**src/rtl/regfile_write_arbiter.sv**
```systemverilog
// Muxes WB writes (A, 1-cycle, never stalls) and long-latency results (B, queued in-order) onto the RF write port.
// B is backpressured by b_ready (= not full); starved B raises a registered stall_req until its next pop.
module regfile_write_arbiter #(
  parameter int DATA_W     = 32,
  parameter int ADDR_W     = 5,
  parameter int DEPTH      = 2,
  parameter int STARVE_MAX = 3
) (
  input  logic                   clock_in,
  input  logic                   reset,
  input  logic                   a_valid,
  input  logic [ADDR_W-1:0]      a_reg,
  input  logic [DATA_W-1:0]      a_data,
  input  logic                   b_valid,
  output logic                   b_ready,
  input  logic [ADDR_W-1:0]      b_reg,
  input  logic [DATA_W-1:0]      b_data,
  input  logic [ADDR_W-1:0]      q_reg1,
  input  logic [ADDR_W-1:0]      q_reg2,
  output logic                   hazard1,
  output logic                   hazard2,
  output logic                   stall_req,
  output logic                   rf_we,
  output logic [ADDR_W-1:0]      rf_waddr,
  output logic [DATA_W-1:0]      rf_wdata,
  output logic [$clog2(DEPTH):0] fifo_count
);
  localparam int PTR_W    = $clog2(DEPTH);
  localparam int CNT_W    = PTR_W + 1;
  localparam int STARVE_W = $clog2(STARVE_MAX + 1);
  localparam logic [CNT_W-1:0]    FULL_CNT   = CNT_W'(DEPTH);
  localparam logic [STARVE_W-1:0] STARVE_LIM = STARVE_W'(STARVE_MAX);

  logic [ADDR_W-1:0]   entryReg  [DEPTH];
  logic [DATA_W-1:0]   entryData [DEPTH];
  logic [DEPTH-1:0]    entryLive;
  logic [PTR_W-1:0]    rdPtr, wrPtr;
  logic [CNT_W-1:0]    count;
  logic [STARVE_W-1:0] starveCnt, starveNext;
  logic                grantA, pushEn, popEn, fifoEmpty;

  assign fifoEmpty  = (count == '0);
  assign b_ready    = (count != FULL_CNT);
  assign grantA     = a_valid && (a_reg != '0);
  assign pushEn     = b_valid && b_ready;
  assign popEn      = !grantA && !fifoEmpty;
  assign fifo_count = count;

  always_ff @(posedge clock_in) begin
    if (pushEn) begin
      entryReg[wrPtr]  <= b_reg;
      entryData[wrPtr] <= b_data;
    end
  end

  always_comb begin
    starveNext = starveCnt;
    if (popEn || fifoEmpty)
      starveNext = '0;
    else if (starveCnt != STARVE_LIM)
      starveNext = starveCnt + STARVE_W'(1);
  end

  always_ff @(posedge clock_in or negedge reset) begin
    if (!reset) begin
      entryLive <= '0;
      rdPtr     <= '0;
      wrPtr     <= '0;
      count     <= '0;
      starveCnt <= '0;
      stall_req <= 1'b0;
      rf_we     <= 1'b0;
      rf_waddr  <= '0;
      rf_wdata  <= '0;
    end else begin
      // A grant kills older B results to the same register, including one entering this edge
      for (int i = 0; i < DEPTH; i++) begin
        if (pushEn && wrPtr == PTR_W'(i))
          entryLive[i] <= (b_reg != '0) && !(grantA && a_reg == b_reg);
        else if (popEn && rdPtr == PTR_W'(i))
          entryLive[i] <= 1'b0;
        else if (grantA && entryReg[i] == a_reg)
          entryLive[i] <= 1'b0;
      end
      if (pushEn) wrPtr <= wrPtr + PTR_W'(1);
      if (popEn)  rdPtr <= rdPtr + PTR_W'(1);
      count     <= count + CNT_W'(pushEn) - CNT_W'(popEn);
      starveCnt <= starveNext;
      stall_req <= popEn ? 1'b0 : (stall_req || starveNext == STARVE_LIM);

      if (grantA) begin
        rf_we    <= 1'b1;
        rf_waddr <= a_reg;
        rf_wdata <= a_data;
      end else if (popEn) begin
        rf_we <= entryLive[rdPtr];
        if (entryLive[rdPtr]) begin
          rf_waddr <= entryReg[rdPtr];
          rf_wdata <= entryData[rdPtr];
        end
      end else begin
        rf_we <= 1'b0;
      end
    end
  end

  always_comb begin
    hazard1 = 1'b0;
    hazard2 = 1'b0;
    for (int i = 0; i < DEPTH; i++) begin
      if (entryLive[i] && entryReg[i] == q_reg1) hazard1 = 1'b1;
      if (entryLive[i] && entryReg[i] == q_reg2) hazard2 = 1'b1;
    end
    if (q_reg1 == '0) hazard1 = 1'b0;
    if (q_reg2 == '0) hazard2 = 1'b0;
  end
endmodule

```
**config.mk**
```make
export PLATFORM = sky130hd
export DESIGN_NAME = regfile_write_arbiter
export DESIGN_NICKNAME = d
export VERILOG_FILES = /design/src/rtl/regfile_write_arbiter.sv
export SDC_FILE = /design/constraint.sdc
export NUM_CORES = 1
export LEC_CHECK = 0
export ABC_AREA = 1
export BUFFER_PORTS_ARGS = -buffer_cell sky130_fd_sc_hd__buf_2
export CAP_MARGIN = 20
export CORE_MARGIN = 2
export CORE_UTILIZATION = 35
export DETAILED_ROUTE_END_ITERATION = 8
export GPL_ROUTABILITY_DRIVEN = 0
export GPL_TIMING_DRIVEN = 1
export PLACE_DENSITY_LB_ADDON = 0.15
export SLEW_MARGIN = 10
export SYNTH_ARGS = -nofsm -noshare
export SYNTH_HDL_FRONTEND = slang
export SYNTH_SLANG_ARGS = --single-unit
```
**constraint.sdc**
```tcl
create_clock -name clock_in -period 2.5 [get_ports clock_in]
set_input_delay 0 -clock clock_in [delete_from_list [all_inputs] [get_ports clock_in]]
set_output_delay 0 -clock clock_in [all_outputs]
set_load 0.02 [all_outputs]
```
Word level (Yosys, flattened, before mapping)

Memory sizes are Yosys's and may differ from the RTL's.
Cells that the tools add are included.

Memories kept: 2
Flip-flop bits (word level): 47
Memory bits (writable): 74

Multiplexer cells: 27
Reduce and logical (&&, ||, !) cells: 30
$add $sub $neg: 5
Magnitude comparators: 1
Bitwise operators: 2
Equality and inequality tests: 10

Memories:

| memory    | words | width | read ports | clocked after Yosys merged registers in | write ports | RTL line | source |
|---|---|---|---|---|---|---|---|
| entryData | 2     | 32    | 1          | 0                                       | 1           | 35       | `logic [DATA_W-1:0] entryData [DEPTH];` |
| entryReg  | 2     | 5     | 3          | 0                                       | 1           | 34       | `logic [ADDR_W-1:0] entryReg [DEPTH];` |

Operators by type and width:

| kind                | count |
|---|---|
| $mux 32             | 3 |
| $eq 5x5->1          | 7 |
| $mux 1              | 19 |
| $logic_and 1x1->1   | 15 |
| $mux 5              | 3 |
| $logic_not 5->1     | 2 |
| $reduce_bool 5->1   | 2 |
| $reduce_bool 3->1   | 2 |
| $mux 2              | 2 |
| $ne 2x2->1 const B  | 2 |
| $reduce_bool 2->1   | 2 |
| $logic_not 1->1     | 3 |
| $add 1x1->1 const B | 2 |
| $add 2x1->2         | 1 |
| $add 2x1->2 const B | 1 |
| $eq 2x2->1 const B  | 1 |
| $logic_not 2->1     | 1 |
| $logic_or 1x1->1    | 2 |
| $lt 1x2->1 const B  | 1 |
| $not 1->1           | 2 |
| $reduce_and 2->1    | 1 |
| $sub 2x1->2         | 1 |

Logic depth before layout (Yosys ltp)

Depth after elaboration: 9
Gate-level depth with buffers: 15
Depth with buffers taken out: 14

Worst setup path before layout

OpenSTA, ideal clock, no wires.

Kind: reg2reg
From: register count[0], in the netlist fifo_count[0]
To: memory entryData[0][0], enable pin
Setup slack: 0.344 ns
Arrival time: 1.764 ns
Path buffers: 0
Library setup time: 0.392 ns
Data required time: 2.108 ns
Stages on the path, launching flop included: 5
Cells stage by stage: dfrtp_1 > inv_1 > a21boi_0 > nand2_1 > inv_1

Cells in the longest elaborated chain, start to end: 4

Ends and longest elaborated chain:

| item                         | RTL line | source |
|---|---|---|
| start, declared              | 38       | `logic [CNT_W-1:0] count;` |
| start signal, assigned       | 87       | `count <= count + CNT_W'(pushEn) - CNT_W'(popEn);` |
| $ne 2x2->1                   | 43       | `assign b_ready = (count != FULL_CNT);` |
| $logic_and 1x1->1            | 45       | `assign pushEn = b_valid && b_ready;` |
| $mux 1                       | 50       | `if (pushEn) begin` |
| $mux 1 (implied by the code) | 52       | `entryData[wrPtr] <= b_data;` |
| end, declared                | 35       |  |

Every way passes these cells.

Worst setup path in the final report

From: register count[0], in the netlist fifo_count[0]
To: register count[1], in the netlist fifo_count[1]

Cells in the longest elaborated chain, start to end: 4
Elaborated cells on any way between the ends: 7

Ends and longest elaborated chain:

| item                                                        | RTL line |
|---|---|
| $ne 2x2->1 / $logic_not 2->1 (equally long branches)        | 43, 42 |
| $logic_and 1x1->1 / $logic_not 1->1 (equally long branches) | 45, 46 |
| $add 2x1->2 / $logic_and 1x1->1 (equally long branches)     | 87, 46 |
| $sub 2x1->2 *                                               | 87 |

Mark *: on every way between the ends. The rest lies on a longest branch, timed or not.
A chain may end at the register's enable or synchronous reset.

==> run_results.csv <==
group,metric,value,unit
worst_setup_path,path_max_fanout,4,
worst_setup_path,critPathCaptureType,"flip-flop",
power_and_ir_drop,p_total,8.51,mW
worst_setup_path,reg2reg_depth,10,
grt,grt_pass1_wl,22.6,mm
clocking,clk_latency,0.42,ns
yosys,synth_top_cell_area_share,39.4,%
clocking,clk_path_buf_depth,2,
sta,layout_min_cycle_time,1.99,ns
drt,ant_nets,0,
finish,syn_to_final_growth,39.1,%
place,hpwl,9.73,mm
worst_setup_path,arrival,2.30,ns
place,place_ws,0.467,ns
yosys,async_flop_share,38.8,%
worst_setup_path,path_class,"reg2reg",
worst_hold_path,hold_depth,4,
clocking,clkSlewWorstSetupHoldPaths,0.05,ns
power_and_ir_drop,p_per_area,1090,nW/um2
floorplanning,rows,46,
drt,wl_per_cell,14.1,um
sta,rsz0062_at_grt,"false",
yosys,synth_area_per_cell,9.82,um2
clocking,cts_root_buf,"clkbuf_16",
clocking,cts_sinks,121,
sta,hold_violations,0,
sta,whs,0.123,ns
sta,fin_ws,0.507,ns
worst_setup_path,critPathSlowestCell,"a21boi_0",
finish,antenna_cells,0,
outcome,status,"completed",
sta,setup_tns,0,ns
drt,vias,4638,
yosys,synth_common_cells,"nand2_1 (177), inv_1 (76), edfxtp_1 (74)",
floorplanning,core-area,15800,um2
finish,layoutNonFillerInstCount,1013,
yosys,synth_seq_cells,121,
clocking,cts_buffers,17,
worst_setup_path,path_cells,"inv_1 > a21boi_0 > inv_1 > nand2_1 > nand2_1 > ha_1 > xor2_1 > nand3_1 > nand2_1 > inv_1",
floorplanning,die-area,17100,um2
sta,drv_slew,0,
yosys,synth-seq-area-share,60.3,%
yosys,synth_top_area_cell,"edfxtp_1",
grt,grt.overflow.total,0,
sta,finalClockSkew,0.00935,ns
worst_setup_path,max_stage_delay,0.47,ns
grt,grt_max_degree,40,
clocking,cts_resized,0,
finish,multi_input_area,1780,um2
floorplanning,die_w,131,um
sta,post-route-period-util,79.7,%
drt,remaining_drc_errors,0,
power_and_ir_drop,vdd_drop_max,0.000661,V
clocking,tritoncts,"built",
sta,clock.fmax,502,MHz
sta,slew_headroom,51.1,%
place,dp_cells,905,
yosys,synth_edf_count,74,
grt,first_global_vias,4424,
finish,finalNetCount,873,
drt,drt-initial-drc-count,323,
power_and_ir_drop,power.leakage,3.65,nW
yosys,syn_nets,663,
grt,grtUsageTotal,17.6,%
yosys,yosysUniqueCellTypes,26,
worst_setup_path,startpoint_type,"flip-flop",
clocking,htreeDepth,4,
sta,tightest_slew,0.734,ns
finish,drive_gt1_share,24.8,%
yosys,ys_warn_count,0,
drt,avgViaCountPerCell,4.58,
worst_hold_path,hold_path_class,"in2reg",
drt,routed_wl,14.3,mm
finish,num-fill-cells,1478,
yosys,syn_inst,574,
finish,regArea,3400,um2
sta,final-setup-viol-count,0,
floorplanning,initial_core_util,35.6,%
floorplanning,die_h,131,um
floorplanning,io_pins,132,
flow_run,cap_violations,0,
yosys,synth.most_common_cell,"nand2_1",
grt,antenna_found_initial,0,
worst_setup_path,worstPathRequired,2.81,ns
yosys,synthesis.area,5630,um2
drt,first_pass_iters,5,
yosys,synth_ff_type,"edfxtp_1",
yosys,synth_area_leaders,"edfxtp_1 (39%), dfrtp_1 (21%), nand2_1 (12%), inv_1 (5.1%), nand3_1 (4.7%)",
place,io_buffer_count,131,
## kinds of logic (layout without fill, tap and decap cells)
family | Yosys count | in the layout | synth area share (%)
XOR/XNOR | 15 | 15 | 2.33
adder cells (fa/ha/maj) | 1 | 1 | 0.222
AND/OR/NAND/NOR | 274 | 274 | 19.9
AO/OA/AOI/OAI | 60 | 60 | 9.08
flip-flops | 121 | 121 | 60.3
buffers and inverters | 103 | 326 | 8.15
## registers in the layout (all words and copies together) (netlist names)
name	flops
entryData	64
rf_wdata	32
entryReg	10
rf_waddr	5
entryLive	2
fifo_count	2
starveCnt	2
rdPtr	1
rf_we	1
stall_req	1
wrPtr	1
## cell type report
cell class	instances	share of cell area, %
sequential	121	43.4
multi-input combinational	350	22.8
timing repair buffer	217	19.3
clock buffer	24	6.16
inverter	77	3.69
tap	216	3.45
clock inverter	8	1.21
## timing repair
item	4_1_cts	5_1_grt
hold buffers	76	0
buffers inserted	0	0
endpoints found under the hold margin	139	0
## where the power goes
group / internal, mW / leakage, nW / switching (mW) / total (mW)
logic: 1.02 / 2.12 / 1.97 / 2.99
registers: 2.80 / 1.26 / 0.343 / 3.15
clock network: 1.54 / 0.279 / 0.833 / 2.38
total: 5.36 / 3.65 / 3.15 / 8.51
## worst paths after layout
path | startpoint | endpoint | slack (ns)
max in group asynchronous | reset | rf_wdata[22]$_DFFE_PN0P_ | 1.56
worst max register to register | fifo_count[0]$_DFF_PN0_ | fifo_count[1]$_DFF_PN0_ | 0.51
worst max-delay path | fifo_count[0]$_DFF_PN0_ | fifo_count[1]$_DFF_PN0_ | 0.51
worst min-delay path | b_valid | wrPtr$_DFFE_PN0P_ | 0.12
min in group asynchronous | reset | rf_waddr[3]$_DFFE_PN0P_ | 0.19
worst min register to register | starveCnt[0]$_DFF_PN0_ | starveCnt[0]$_DFF_PN0_ | 0.45
## placed cells by master, fill, tap and decap left out
master	count
nand2_1	177
buf_2	131
dlygate4sd3_1	76
inv_1	74
edfxtp_1	74
nand3_1	53
dfrtp_1	46
nor2_1	32
o211ai_2	20
clkbuf_16	18
o211ai_1	17
xor2_1	14
o21ai_0	9
buf_4	8
o22ai_1	7
nor3_1	7
clkbuf_1	5
a21oi_1	4
clkinv_2	4
inv_2	3
nor2_2	2
clkinvlp_4	2
bufinv_16	2
buf_12	2
nand2_2	1
a21boi_0	1
o21ai_2	1
o21ai_4	1
nor2_4	1
xnor2_1	1
nand4_1	1
ha_1	1
clkbuf_8	1
dfrtp_2	1
## stage by stage
step	instance area [um2]	util (%)
after floorplan	5630	-
after global placement	6500	41.1
after detailed placement	6500	41.1
after CTS	7840	49.5
after global routing	7840	49.5
final	7840	49.5
## critical path: cells and delay by family (launching register included)
family,cells,cell delay [ns]
compound gates,1,0.47
xor+xnor,1,0.19
fa+ha+maj,1,0.19
buf+inv,3,0.27
flops,1,0.41
simple gates,4,0.35
## metal layers
layer | vias to the layer above | wire length (um) | GRT usage (%)
li1 | 2305 | - | -
met3 | 16 | 671 | 3.54
met5 | - | 0 | 0
met2 | 128 | 7080 | 29.6
met1 | 2189 | 6380 | 22.5
met4 | 0 | 185 | 7.01
(Power assumes the default switching activity.)
